$ cat config.mk
export PLATFORM = sky130hd
export DESIGN_NAME = control_edicion_campos_flat
export DESIGN_NICKNAME = d
export VERILOG_FILES = /design/src/rtl/control_edicion_campos_if.sv /design/src/rtl/control_edicion_campos.sv /design/src/flat_wrapper.sv
export SDC_FILE = /design/constraint.sdc
export NUM_CORES = 1
export LEC_CHECK = 0
export BUFFER_PORTS_ARGS = -buffer_cell sky130_fd_sc_hd__buf_2
export CAP_MARGIN = 25
export CORE_MARGIN = 1
export CORE_UTILIZATION = 50
export CTS_BUF_LIST = sky130_fd_sc_hd__clkbuf_8
export CTS_CLUSTER_DIAMETER = 100
export DETAILED_ROUTE_END_ITERATION = 6
export GPL_ROUTABILITY_DRIVEN = 0
export PLACE_DENSITY_LB_ADDON = 0.15
export SYNTH_ARGS = -nofsm -noshare
export SYNTH_HDL_FRONTEND = slang
export SYNTH_SLANG_ARGS = --single-unit
$ cat constraint.sdc
create_clock -name clk -period 7.8 [get_ports clk]
set_input_delay 1.17 -clock clk [delete_from_list [all_inputs] [get_ports clk]]
set_output_delay 1.17 -clock clk [all_outputs]
set_load 0.01 [all_outputs]
$ cat src/rtl/control_edicion_campos_if.sv
// Button levels in, field-select code and edit strobes out.
interface control_edicion_campos_if;
  logic       btn_prog;
  logic       btn_izq;
  logic       btn_der;
  logic       btn_arriba;
  logic       btn_abajo;
  logic [3:0] contadoresH;
  logic       Arriba;
  logic       Abajo;
  logic       modo_edicion;
  logic       escribir;

  // Button panel side
  modport master (
    output btn_prog, btn_izq, btn_der, btn_arriba, btn_abajo,
    input  contadoresH, Arriba, Abajo, modo_edicion, escribir
  );

  // Edit controller side
  modport slave (
    input  btn_prog, btn_izq, btn_der, btn_arriba, btn_abajo,
    output contadoresH, Arriba, Abajo, modo_edicion, escribir
  );
endinterface

$ cat src/rtl/control_edicion_campos.sv
// Edit-mode controller for the clock/timer counter bank: field navigation,
// one-cycle up/down strobes with hold-to-repeat, inactivity cancel, commit strobe.
module control_edicion_campos #(
  parameter logic [3:0]  FIRST_FIELD    = 4'd1,
  parameter logic [3:0]  LAST_FIELD     = 4'd10,
  parameter int unsigned HOLD_CYCLES    = 50_000_000,
  parameter int unsigned REP_CYCLES     = 25_000_000,
  parameter int unsigned TIMEOUT_CYCLES = 1_000_000_000
) (
  input  logic                    clk,
  input  logic                    reset,
  control_edicion_campos_if.slave bus
);

  localparam int unsigned REP_MAX = (HOLD_CYCLES > REP_CYCLES) ? HOLD_CYCLES : REP_CYCLES;
  localparam int unsigned REP_W   = $clog2(REP_MAX + 1);
  localparam int unsigned TO_W    = $clog2(TIMEOUT_CYCLES + 1);

  typedef enum logic [1:0] {
    ST_IDLE,
    ST_EDIT,
    ST_COMMIT
  } state_t;

  state_t           r_state, w_state_next;
  logic             r_prog_q, r_izq_q, r_der_q, r_arr_q, r_abj_q;
  logic [3:0]       r_field, w_field_next;
  logic             r_arriba, w_arriba_next;
  logic             r_abajo, w_abajo_next;
  logic             r_modo, w_modo_next;
  logic             r_escribir, w_escribir_next;
  logic [REP_W-1:0] r_rep_cnt, w_rep_cnt_next, w_rep_inc;
  logic             r_repeating, w_repeating_next;
  logic [TO_W-1:0]  r_to_cnt, w_to_cnt_next;

  logic w_rise_prog, w_rise_izq, w_rise_der, w_rise_arr, w_rise_abj;
  logic w_up_alone, w_dn_alone, w_alone, w_rise_alone, w_prev_alone_same;
  logic w_activity, w_field_chg, w_pulse;

  assign w_rise_prog = bus.btn_prog   & ~r_prog_q;
  assign w_rise_izq  = bus.btn_izq    & ~r_izq_q;
  assign w_rise_der  = bus.btn_der    & ~r_der_q;
  assign w_rise_arr  = bus.btn_arriba & ~r_arr_q;
  assign w_rise_abj  = bus.btn_abajo  & ~r_abj_q;

  assign w_up_alone   = bus.btn_arriba & ~bus.btn_abajo;
  assign w_dn_alone   = bus.btn_abajo  & ~bus.btn_arriba;
  assign w_alone      = w_up_alone | w_dn_alone;
  assign w_rise_alone = (w_up_alone & w_rise_arr) | (w_dn_alone & w_rise_abj);
  // Same single button was held alone last cycle: the hold run continues.
  // Otherwise (previous cycle had both held) the run restarts without a pulse.
  assign w_prev_alone_same = (w_up_alone & r_arr_q & ~r_abj_q) |
                             (w_dn_alone & r_abj_q & ~r_arr_q);

  assign w_activity  = w_rise_izq | w_rise_der | w_rise_arr | w_rise_abj |
                       bus.btn_arriba | bus.btn_abajo;
  assign w_field_chg = w_rise_izq ^ w_rise_der;

  assign w_rep_inc = (r_rep_cnt == REP_W'(REP_MAX)) ? r_rep_cnt : r_rep_cnt + REP_W'(1);

  assign bus.contadoresH  = r_field;
  assign bus.Arriba       = r_arriba;
  assign bus.Abajo        = r_abajo;
  assign bus.modo_edicion = r_modo;
  assign bus.escribir     = r_escribir;

  // State, registered outputs, counters and previous button samples
  always_ff @(posedge clk or posedge reset) begin
    if (reset) begin
      r_state     <= ST_IDLE;
      r_prog_q    <= 1'b0;
      r_izq_q     <= 1'b0;
      r_der_q     <= 1'b0;
      r_arr_q     <= 1'b0;
      r_abj_q     <= 1'b0;
      r_field     <= '0;
      r_arriba    <= 1'b0;
      r_abajo     <= 1'b0;
      r_modo      <= 1'b0;
      r_escribir  <= 1'b0;
      r_rep_cnt   <= '0;
      r_repeating <= 1'b0;
      r_to_cnt    <= '0;
    end else begin
      r_state     <= w_state_next;
      r_prog_q    <= bus.btn_prog;
      r_izq_q     <= bus.btn_izq;
      r_der_q     <= bus.btn_der;
      r_arr_q     <= bus.btn_arriba;
      r_abj_q     <= bus.btn_abajo;
      r_field     <= w_field_next;
      r_arriba    <= w_arriba_next;
      r_abajo     <= w_abajo_next;
      r_modo      <= w_modo_next;
      r_escribir  <= w_escribir_next;
      r_rep_cnt   <= w_rep_cnt_next;
      r_repeating <= w_repeating_next;
      r_to_cnt    <= w_to_cnt_next;
    end
  end

  // Next state, next outputs, repeat and timeout counters
  always_comb begin
    w_state_next     = r_state;
    w_field_next     = r_field;
    w_arriba_next    = 1'b0;
    w_abajo_next     = 1'b0;
    w_modo_next      = 1'b0;
    w_escribir_next  = 1'b0;
    w_rep_cnt_next   = '0;
    w_repeating_next = 1'b0;
    w_to_cnt_next    = '0;
    w_pulse          = 1'b0;

    unique case (r_state)
      ST_IDLE: begin
        w_field_next = '0;
        if (w_rise_prog) begin
          w_state_next = ST_EDIT;
          w_field_next = FIRST_FIELD;
          w_modo_next  = 1'b1;
        end
      end

      ST_COMMIT: begin
        w_state_next = ST_IDLE;
        w_field_next = '0;
      end

      ST_EDIT: begin
        if (w_rise_prog) begin
          w_state_next    = ST_COMMIT;
          w_field_next    = '0;
          w_escribir_next = 1'b1;
        end else if (!w_activity && r_to_cnt == TO_W'(TIMEOUT_CYCLES - 1)) begin
          w_state_next = ST_IDLE;
          w_field_next = '0;
        end else begin
          w_modo_next = 1'b1;
          if (!w_activity)
            w_to_cnt_next = (r_to_cnt == TO_W'(TIMEOUT_CYCLES)) ? r_to_cnt : r_to_cnt + TO_W'(1);

          if (w_rise_der && !w_rise_izq)
            w_field_next = (r_field == LAST_FIELD) ? FIRST_FIELD : r_field + 4'd1;
          else if (w_rise_izq && !w_rise_der)
            w_field_next = (r_field == FIRST_FIELD) ? LAST_FIELD : r_field - 4'd1;

          // A field change suppresses the strobe and restarts the hold wait.
          if (w_alone && !w_field_chg) begin
            if (w_rise_alone) begin
              w_pulse = 1'b1;
            end else if (w_prev_alone_same) begin
              if ((!r_repeating && w_rep_inc == REP_W'(HOLD_CYCLES)) ||
                  ( r_repeating && w_rep_inc == REP_W'(REP_CYCLES))) begin
                w_pulse          = 1'b1;
                w_repeating_next = 1'b1;
              end else begin
                w_rep_cnt_next   = w_rep_inc;
                w_repeating_next = r_repeating;
              end
            end
          end
          w_arriba_next = w_pulse & w_up_alone;
          w_abajo_next  = w_pulse & w_dn_alone;
        end
      end

      default: begin
        w_state_next = ST_IDLE;
        w_field_next = '0;
      end
    endcase
  end

endmodule

$ cat src/flat_wrapper.sv
// flat-port wrapper written by rule: the top's interface ports become plain ports
module control_edicion_campos_flat 
#(
  parameter logic [3:0]  FIRST_FIELD    = 4'd1,
  parameter logic [3:0]  LAST_FIELD     = 4'd10,
  parameter int unsigned HOLD_CYCLES    = 50_000_000,
  parameter int unsigned REP_CYCLES     = 25_000_000,
  parameter int unsigned TIMEOUT_CYCLES = 1_000_000_000
)
  (clk, reset, bus_btn_prog, bus_btn_izq, bus_btn_der, bus_btn_arriba, bus_btn_abajo, bus_contadoresH, bus_Arriba, bus_Abajo, bus_modo_edicion, bus_escribir);
  control_edicion_campos_if bus_i ();
  input  logic clk;
  input  logic reset;
  input wire logic [$bits(bus_i.btn_prog)-1:0] bus_btn_prog;
  input wire logic [$bits(bus_i.btn_izq)-1:0] bus_btn_izq;
  input wire logic [$bits(bus_i.btn_der)-1:0] bus_btn_der;
  input wire logic [$bits(bus_i.btn_arriba)-1:0] bus_btn_arriba;
  input wire logic [$bits(bus_i.btn_abajo)-1:0] bus_btn_abajo;
  output wire logic [$bits(bus_i.contadoresH)-1:0] bus_contadoresH;
  output wire logic [$bits(bus_i.Arriba)-1:0] bus_Arriba;
  output wire logic [$bits(bus_i.Abajo)-1:0] bus_Abajo;
  output wire logic [$bits(bus_i.modo_edicion)-1:0] bus_modo_edicion;
  output wire logic [$bits(bus_i.escribir)-1:0] bus_escribir;
  assign bus_i.btn_prog = bus_btn_prog;
  assign bus_i.btn_izq = bus_btn_izq;
  assign bus_i.btn_der = bus_btn_der;
  assign bus_i.btn_arriba = bus_btn_arriba;
  assign bus_i.btn_abajo = bus_btn_abajo;
  assign bus_contadoresH = bus_i.contadoresH;
  assign bus_Arriba = bus_i.Arriba;
  assign bus_Abajo = bus_i.Abajo;
  assign bus_modo_edicion = bus_i.modo_edicion;
  assign bus_escribir = bus_i.escribir;
  control_edicion_campos #(.FIRST_FIELD(FIRST_FIELD), .LAST_FIELD(LAST_FIELD), .HOLD_CYCLES(HOLD_CYCLES), .REP_CYCLES(REP_CYCLES), .TIMEOUT_CYCLES(TIMEOUT_CYCLES)) u_core (.clk(clk), .reset(reset), .bus(bus_i));
endmodule
==> results.json, run 1 <==
{
  "die_h_um": 96.4,
  "syn-cell-area_sq_um": 4450,
  "synthCells": 491,
  "fin_crit_ps": 3360,
  "finalHoldViolations": 0,
  "port_buffers": 14,
  "hold_path_startpoint": "u_core.r_state[1]$_DFFE_PP0P_",
  "p_int_mw": 0.536,
  "wl_um": 9400,
  "core-area_sq_um": 8680,
  "vias": 3566,
  "fill_cells": 817,
  "ys_warn_count": 0,
  "cp_max_fo": 16,
  "reg2reg_depth": 7,
  "insertion_delay_ps": 350,
  "top_level_ports": 15,
  "die_w_um": 96.4,
  "r2r_setup_slack_ps": 4440,
  "dp_hpwl_um": 6500,
  "setup_violations": 0,
  "crit_type": "reg2reg",
  "fmax_mhz": 298,
  "antenna_found_initial": 0,
  "grt_start_max_net_pins": 73,
  "tns_ps": 0,
  "finClkSkew_ps": 8.09,
  "post_cts_resized": 0,
  "start_util": 0.513,
  "avgSynthCellArea_sq_um": 9.07,
  "seq_area_sq_um": 1800,
  "seqPwrFrac": 0.540,
  "cts_sinks": 72,
  "maxSlewHeadroom": 0.394,
  "fin_crit_sh": 0.430,
  "fin_util": 0.544,
  "avgViaCountPerCell": 5.87,
  "cp_data_arrival_time_ps": 3550,
  "rsz0062_at_grt": "false",
  "worst_pin_slew_ps": 910,
  "die_area_sq_um": 9290,
  "endpoint_kind": "register",
  "maxSlewViolCount": 0,
  "syn_nets": 511,
  "p_sw_mw": 0.191,
  "required_ps": 7990,
  "ctsHoldBuffers": 0,
  "ys_seq_area_frac": 0.404,
  "drive_gt1_frac": 0.108,
  "cts_buffers": 9,
  "r2r_end": "u_core.r_rep_cnt[7]$_DFF_PP0_",
  "clk_pin_slew_ps": 80,
  "track_usage": 0.220,
  "wl_per_cell_um": 15.5,
  "grt_pass1_wl_um": 15700,
  "yosys_most_used_dff": "dfrtp_1",
  "antenna_left": 0,
  "multi_input_area_sq_um": 2440,
  "most-common-layout-cells": "dfrtp_1 (72), nor2_1 (57), nand2_1 (31)",
  "status": "finished, final reports clean",
  "leakage_nw": 1.78,
  "cts_tree": "built",
  "min_path_type": "reg2reg",
  "synth-edff-count": 0,
  "nets": 515,
  "area_growth_pct": 6.07,
  "cts_root_buf": "clkbuf_8",
  "htreeDepth": 3,
  "synth_cell_types": 60,
  "drc": 0,
  "num_rows": 34,
  "synthArstFlopShare": 1.00,
  "ys_seq_elements": 72,
  "clkPwrFrac": 0.367,
  "start_kind": "register",
  "drtIter0Drc": 183,
  "grt_pass1_vias": 3390,
  "combPwrFrac": 0.093,
  "whs_ps": 528,
  "final_common_cell": "dfrtp_1",
  "antenna_cells": 0,
  "cts_setup_buffers": 0,
  "maxCapViolCount": 0,
  "firstDrtPassIters": 4,
  "startpoint": "u_core.r_rep_cnt[4]$_DFF_PP0_",
  "clock_path_buffers": 2,
  "power_density_nw_per_um2": 154,
  "ir_worst_vdd_uv": 97.7,
  "grt_overflow_total": 0,
  "timing.critical_path.to": "u_core.r_rep_cnt[7]$_DFF_PP0_",
  "reg2reg_from": "u_core.r_rep_cnt[4]$_DFF_PP0_",
  "swShare": 0.263
}
synthesized netlist by cell type (2+ instances only):
master    instances  area (sq um)
nor2b_1           6          37.5
or4_4             2          22.5
or4_1             8          60.1
nand2_1          31           116
nor4b_1           4          35.0
dfrtp_1          72          1800
nor3b_1           8          60.1
and3b_1           3          26.3
or2_2             3          18.8
o21a_1            3          22.5
nand2b_1          5          31.3
xor2_1           19           166
o31ai_1           4          30.0
o22ai_1           4          25.0
a21oi_1           8          40.0
xnor2_1          26           228
inv_1            24          90.1
ha_1             13           163
nand3_1          22           110
nand4_1          19           119
nor4_1           14          87.6
and3_1            6          37.5
buf_2             9          45.0
clkbuf_1         10          37.5
nor2_1           57           214
o21ai_1           3          15.0
a21boi_0          2          15.0
buf_1             2          7.51
nor3_2            9          90.1
and4_1            7          61.3
nand3b_1          5          37.5
or3_1            12          75.1
o211ai_1          4          30.0
nor3_1           21           105
o21ai_0          13          65.1
a211oi_1          9          67.6
power groups by stage:
stage	combinational (mW)	clock, mW	sequential (mW)
2_1_floorplan	0.0475	0	0.400
3_3_place_gp	0.0672	0	0.400
3_5_place_dp	0.0681	0	0.400
4_1_cts	0.0685	0.274	0.393
5_1_grt	0.0779	0.290	0.395
6_report	0.0676	0.267	0.393
worst min-delay path by stage:
| stage | to | slack [ps] | cells after the start |
|---|---|---|---|
| global placement | u_core.r_to_cnt[25]$_DFFE_PP0P_ | 520 | 2 |
| CTS | u_core.r_state[1]$_DFFE_PP0P_ | 530 | 1 |
| floorplan | u_core.bus.escribir$_DFF_PP0_ | 490 | 1 |
| detailed placement | u_core.bus.escribir$_DFF_PP0_ | 520 | 1 |
| finish | u_core.r_state[1]$_DFFE_PP0P_ | 530 | 1 |
| global route | u_core.r_state[1]$_DFFE_PP0P_ | 560 | 1 |
state kept, by name, summed over array words and instances (netlist names):
signal	flops
u_core.r_der_q	1
u_core.r_izq_q	1
u_core.bus.Abajo	1
u_core.r_abj_q	1
u_core.bus.contadoresH	4
u_core.r_to_cnt	30
u_core.r_prog_q	1
u_core.bus.escribir	1
u_core.r_arr_q	1
u_core.r_rep_cnt	26
u_core.r_repeating	1
u_core.bus.modo_edicion	1
u_core.bus.Arriba	1
u_core.r_state	2
logic make-up (layout without fill, tap and decap cells):
kind of cell             after synthesis  count (layout)  synth area share
XOR/XNOR                              45              45            0.0885
multiplexers                           1               1           0.00253
buffers and inverters                 47              55            0.0475
flip-flops                            72              72             0.404
AO/OA/AOI/OAI                         65              65             0.103
adder cells (fa/ha/maj)               13              13            0.0365
AND/OR/NAND/NOR                      248             248             0.318
per-stage QoR:
stage / cell area, sq um / worst slack, ps / instances / power, mW
6_report: 4720 / 4440 / 607 / 0.728
5_1_grt: 4720 / 4240 / 607 / 0.763
4_1_cts: 4720 / 4460 / 607 / 0.736
3_5_place_dp: 4550 / 4280 / 592 / 0.469
3_3_place_gp: 4550 / 4340 / 592 / 0.467
2_1_floorplan: 4450 / 4730 / 491 / 0.447
layer usage:
metal	share of wire	wire length (um)	global-route usage
met1	0.49	4570	0.288
met2	0.47	4450	0.360
met3	0.020	187	0.0344
met4	0.021	200	0.0956
met5	0	0	0
cell type report:
type                    count  area share
multi-input cells         372       0.517
flip-flops and latches     72       0.381
clock buffers              11      0.0320
well taps                 108      0.0286
inverters                  24      0.0191
repair buffers             16      0.0180
clock inverters             4     0.00424
critical path, cell delays in order, from the launching register on:
cell and delay [ps]:
dfrtp_1 500, nand4_1 480, or3_1 680, or4_4 530, a22oi_1 280, and4_1 310, o21a_4 320, a211oi_1 90
Power figures use the tool's default switching activity.
==> inputs of run 2 (changes only) <==
--- a/config.mk
+++ b/config.mk
@@ -5,6 +5,7 @@
 export SDC_FILE = /design/constraint.sdc
 export NUM_CORES = 1
 export LEC_CHECK = 0
+export ABC_AREA = 1
 export BUFFER_PORTS_ARGS = -buffer_cell sky130_fd_sc_hd__buf_2
 export CAP_MARGIN = 25
 export CORE_MARGIN = 1
==> constraint.sdc (replaced) <==
create_clock -name clk -period 2.9 [get_ports clk]
set_input_delay 0.435 -clock clk [delete_from_list [all_inputs] [get_ports clk]]
set_output_delay 0.435 -clock clk [all_outputs]
set_load 0.01 [all_outputs]
==> run 2 against run 1 <==
  * Synthesized cell count rose by 31%
  * Count of clock-buffer cells in the layout did not move
  * Worst setup slack worse by 4100 ps
  * Via count up 16%
  * Cell area grew 6.1%
  * Fmax up 33%
  * Critical endpoint is now u_core.r_to_cnt[16]$_DFFE_PP0P_
==> results.json, run 2 <==
{
  "reg2reg_depth": 12,
  "start_kind": "register",
  "drtIter0Drc": 336,
  "finClkSkew_ps": 8.67,
  "drive_gt1_frac": 0.115,
  "top_layer_used": "met4",
  "fin_crit_ps": 2520,
  "yosys_most_used_dff": "dfrtp_1",
  "cts_root_buf": "clkbuf_8",
  "crit_chain": "ha_1 -> nand2_1 -> nor2_1 -> nand2_1 -> nor2_1 -> nand2_1 -> nor2_2 -> nand3_1 -> nand2_1 -> nor2_2 -> clkinv_1 -> a211oi_1",
  "die_h_um": 97.7,
  "reg2reg_from": "u_core.r_to_cnt[0]$_DFFE_PP0P_",
  "total_power_mw": 2.31,
  "clock_path_buffers": 2,
  "wl_met2_um": 5040,
  "r2r_end": "u_core.r_to_cnt[16]$_DFFE_PP0P_",
  "maxSlewHeadroom": 0.481,
  "synth_common_cells": "nand2_1 (140), nor2_1 (102), inv_1 (88), dfrtp_1 (72), nand3_1 (41)",
  "fin_crit_sh": 0.868,
  "cts_buffers": 9,
  "grt_pass1_vias": 4083,
  "dpl_cell_area_sq_um": 4780,
  "crit_type": "reg2reg",
  "ys_seq_area_frac": 0.394,
  "synth_cell_types": 40,
  "synth-edff-count": 0,
  "min_path_type": "in2reg",
  "crit_cells": 12,
  "tns_ps": 0,
  "ys_warn_count": 0,
  "drc": 0,
  "max_stage_delay_ps": 440,
  "crit_path_top_delay_cell": "clkinv_1",
  "vias": 4129,
  "dp_cells": 762,
  "wl_um": 10800,
  "area_growth_pct": 9.60,
  "clk_pin_slew_ps": 80,
  "setup_violations": 0,
  "hold_depth": 1,
  "insertion_delay_ps": 350,
  "crit_family": "simple AND/OR/NAND/NOR gates",
  "start_util": 0.520,
  "cts_tree": "built",
  "top_level_ports": 15,
  "power_density_nw_per_um2": 461,
  "drt-met1-wl_um": 5040,
  "cts_setup_buffers": 0,
  "synthArstFlopShare": 1.00,
  "track_usage": 0.247,
  "cp_max_fo": 14,
  "ys_seq_elements": 72,
  "fmax_mhz": 397,
  "fill_cells": 834,
  "grt_pass1_wl_um": 18900,
  "avgViaCountPerCell": 5.31,
  "finalHoldViolations": 0,
  "rsz0062_at_grt": "false",
  "synthTopCellsByArea": "dfrtp_1 (39%), nand2_1 (11%), nor2_1 (8.4%)",
  "htreeDepth": 3,
  "port_buffers": 14,
  "hold_path_startpoint": "bus_btn_izq",
  "die_w_um": 97.7,
  "cts_sinks": 72,
  "synthCells": 642,
  "die_area_sq_um": 9540,
  "most-common-layout-cells": "nand2_1 (140), nor2_1 (101), inv_1 (87)",
  "num_rows": 34,
  "synth.most_common_cell": "nand2_1",
  "avgSynthCellArea_sq_um": 7.13,
  "fin_util": 0.569,
  "cp_data_arrival_time_ps": 2760,
  "antenna_found_initial": 0,
  "worst_hold_path.endpoint": "u_core.r_izq_q$_DFF_PP0_",
  "core-area_sq_um": 8810,
  "leakage_nw": 2.07,
  "grt_start_max_net_pins": 38,
  "final_common_cell": "nand2_1",
  "wl_per_cell_um": 13.9,
  "fin_cells": 777,
  "synth_top_area_frac": 0.394,
  "nets": 685,
  "syn-cell-area_sq_um": 4580,
  "antenna_left": 0,
  "largest_register_ffs": 30,
  "crit_buf_inv": 1,
  "status": "finished, final reports clean",
  "endpoint_kind": "register",
  "maxCapViolCount": 0,
  "stdcell_area_sq_um": 5010,
  "syn_nets": 662,
  "worst_pin_slew_ps": 777,
  "antenna_cells": 0,
  "required_ps": 3150,
  "cpMostUsedCell": "nand2_1",
  "firstDrtPassIters": 5,
  "ir_worst_vdd_uv": 353,
  "grt_overflow_total": 0,
  "synth.largest_area_cell": "dfrtp_1",
  "largest_register": "u_core.r_to_cnt",
  "dp_hpwl_um": 8300,
  "wl_met3_um": 584,
  "maxSlewViolCount": 0,
  "r2r_setup_slack_ps": 380
}
[run 2: worst register-to-register path: cells and delay by family, from the launching register on]
| kind | cells | cell delay, ps |
|---|---|---|
| AOI/OAI and AO/OA | 1 | 280 |
| and+or+nand+nor | 9 | 1080 |
| DFF | 1 | 410 |
| adders and majority gates | 1 | 230 |
| buffers and inverters | 1 | 440 |
[run 2: stage by stage]
step,hold slack (ps),setup slack [ps]
floorplan,433,640
global placement,448,236
detailed placement,457,91.7
CTS,189,74.4
global route,189,76.3
finish,203,382
[run 2: kinds of logic (layout without fill, tap and decap cells)]
logic type,after synthesis,in the layout,synth area share
xor+xnor,17,17,0.0342
fa+ha+maj,13,13,0.0355
flops,72,72,0.394
buf+inv,101,128,0.0870
simple gates,383,383,0.383
compound gates,56,56,0.0667
[run 2: power by group]
part | switching (mW) | internal, mW
combinational | 0.206 | 0.123
clock | 0.375 | 0.530
sequential | 0.0397 | 1.04
total | 0.621 | 1.69
[run 2: what timing repair did]
item,4_1_cts,5_1_grt
endpoints found under the setup margin,0,9
hold buffers,0,0
gates resized for setup,0,1
[run 2: final cells by class]
cell class                      count  area [sq um]  area share
Multi-Input combinational cell    469          2380       0.474
Sequential cell                    72          1800       0.359
Inverter                           95           359      0.0716
Clock buffer                       11           151      0.0302
Tap cell                          108           135      0.0269
Timing Repair Buffer               18           113      0.0225
Clock inverter                      4          76.3      0.0152
[run 2: worst max path at each step]
stage                                        start                         endpoint  slack (ps)
floorplan                                    reset       u_core.bus.Abajo$_DFF_PP0_         640
global placement    u_core.r_to_cnt[0]$_DFFE_PP0P_   u_core.r_to_cnt[9]$_DFFE_PP0P_         240
detailed placement  u_core.r_to_cnt[0]$_DFFE_PP0P_  u_core.r_to_cnt[16]$_DFFE_PP0P_          90
CTS                 u_core.r_to_cnt[0]$_DFFE_PP0P_  u_core.r_to_cnt[16]$_DFFE_PP0P_          70
global route         u_core.r_rep_cnt[0]$_DFF_PP0_   u_core.r_rep_cnt[11]$_DFF_PP0_          80
finish              u_core.r_to_cnt[0]$_DFFE_PP0P_  u_core.r_to_cnt[16]$_DFFE_PP0P_         380
[run 2: metal layers]
metal,GRT usage,vias to the layer above
li1,-,2108
met1,0.334,1901
met2,0.403,101
met3,0.0388,19
met4,0.0851,0
met5,0,-
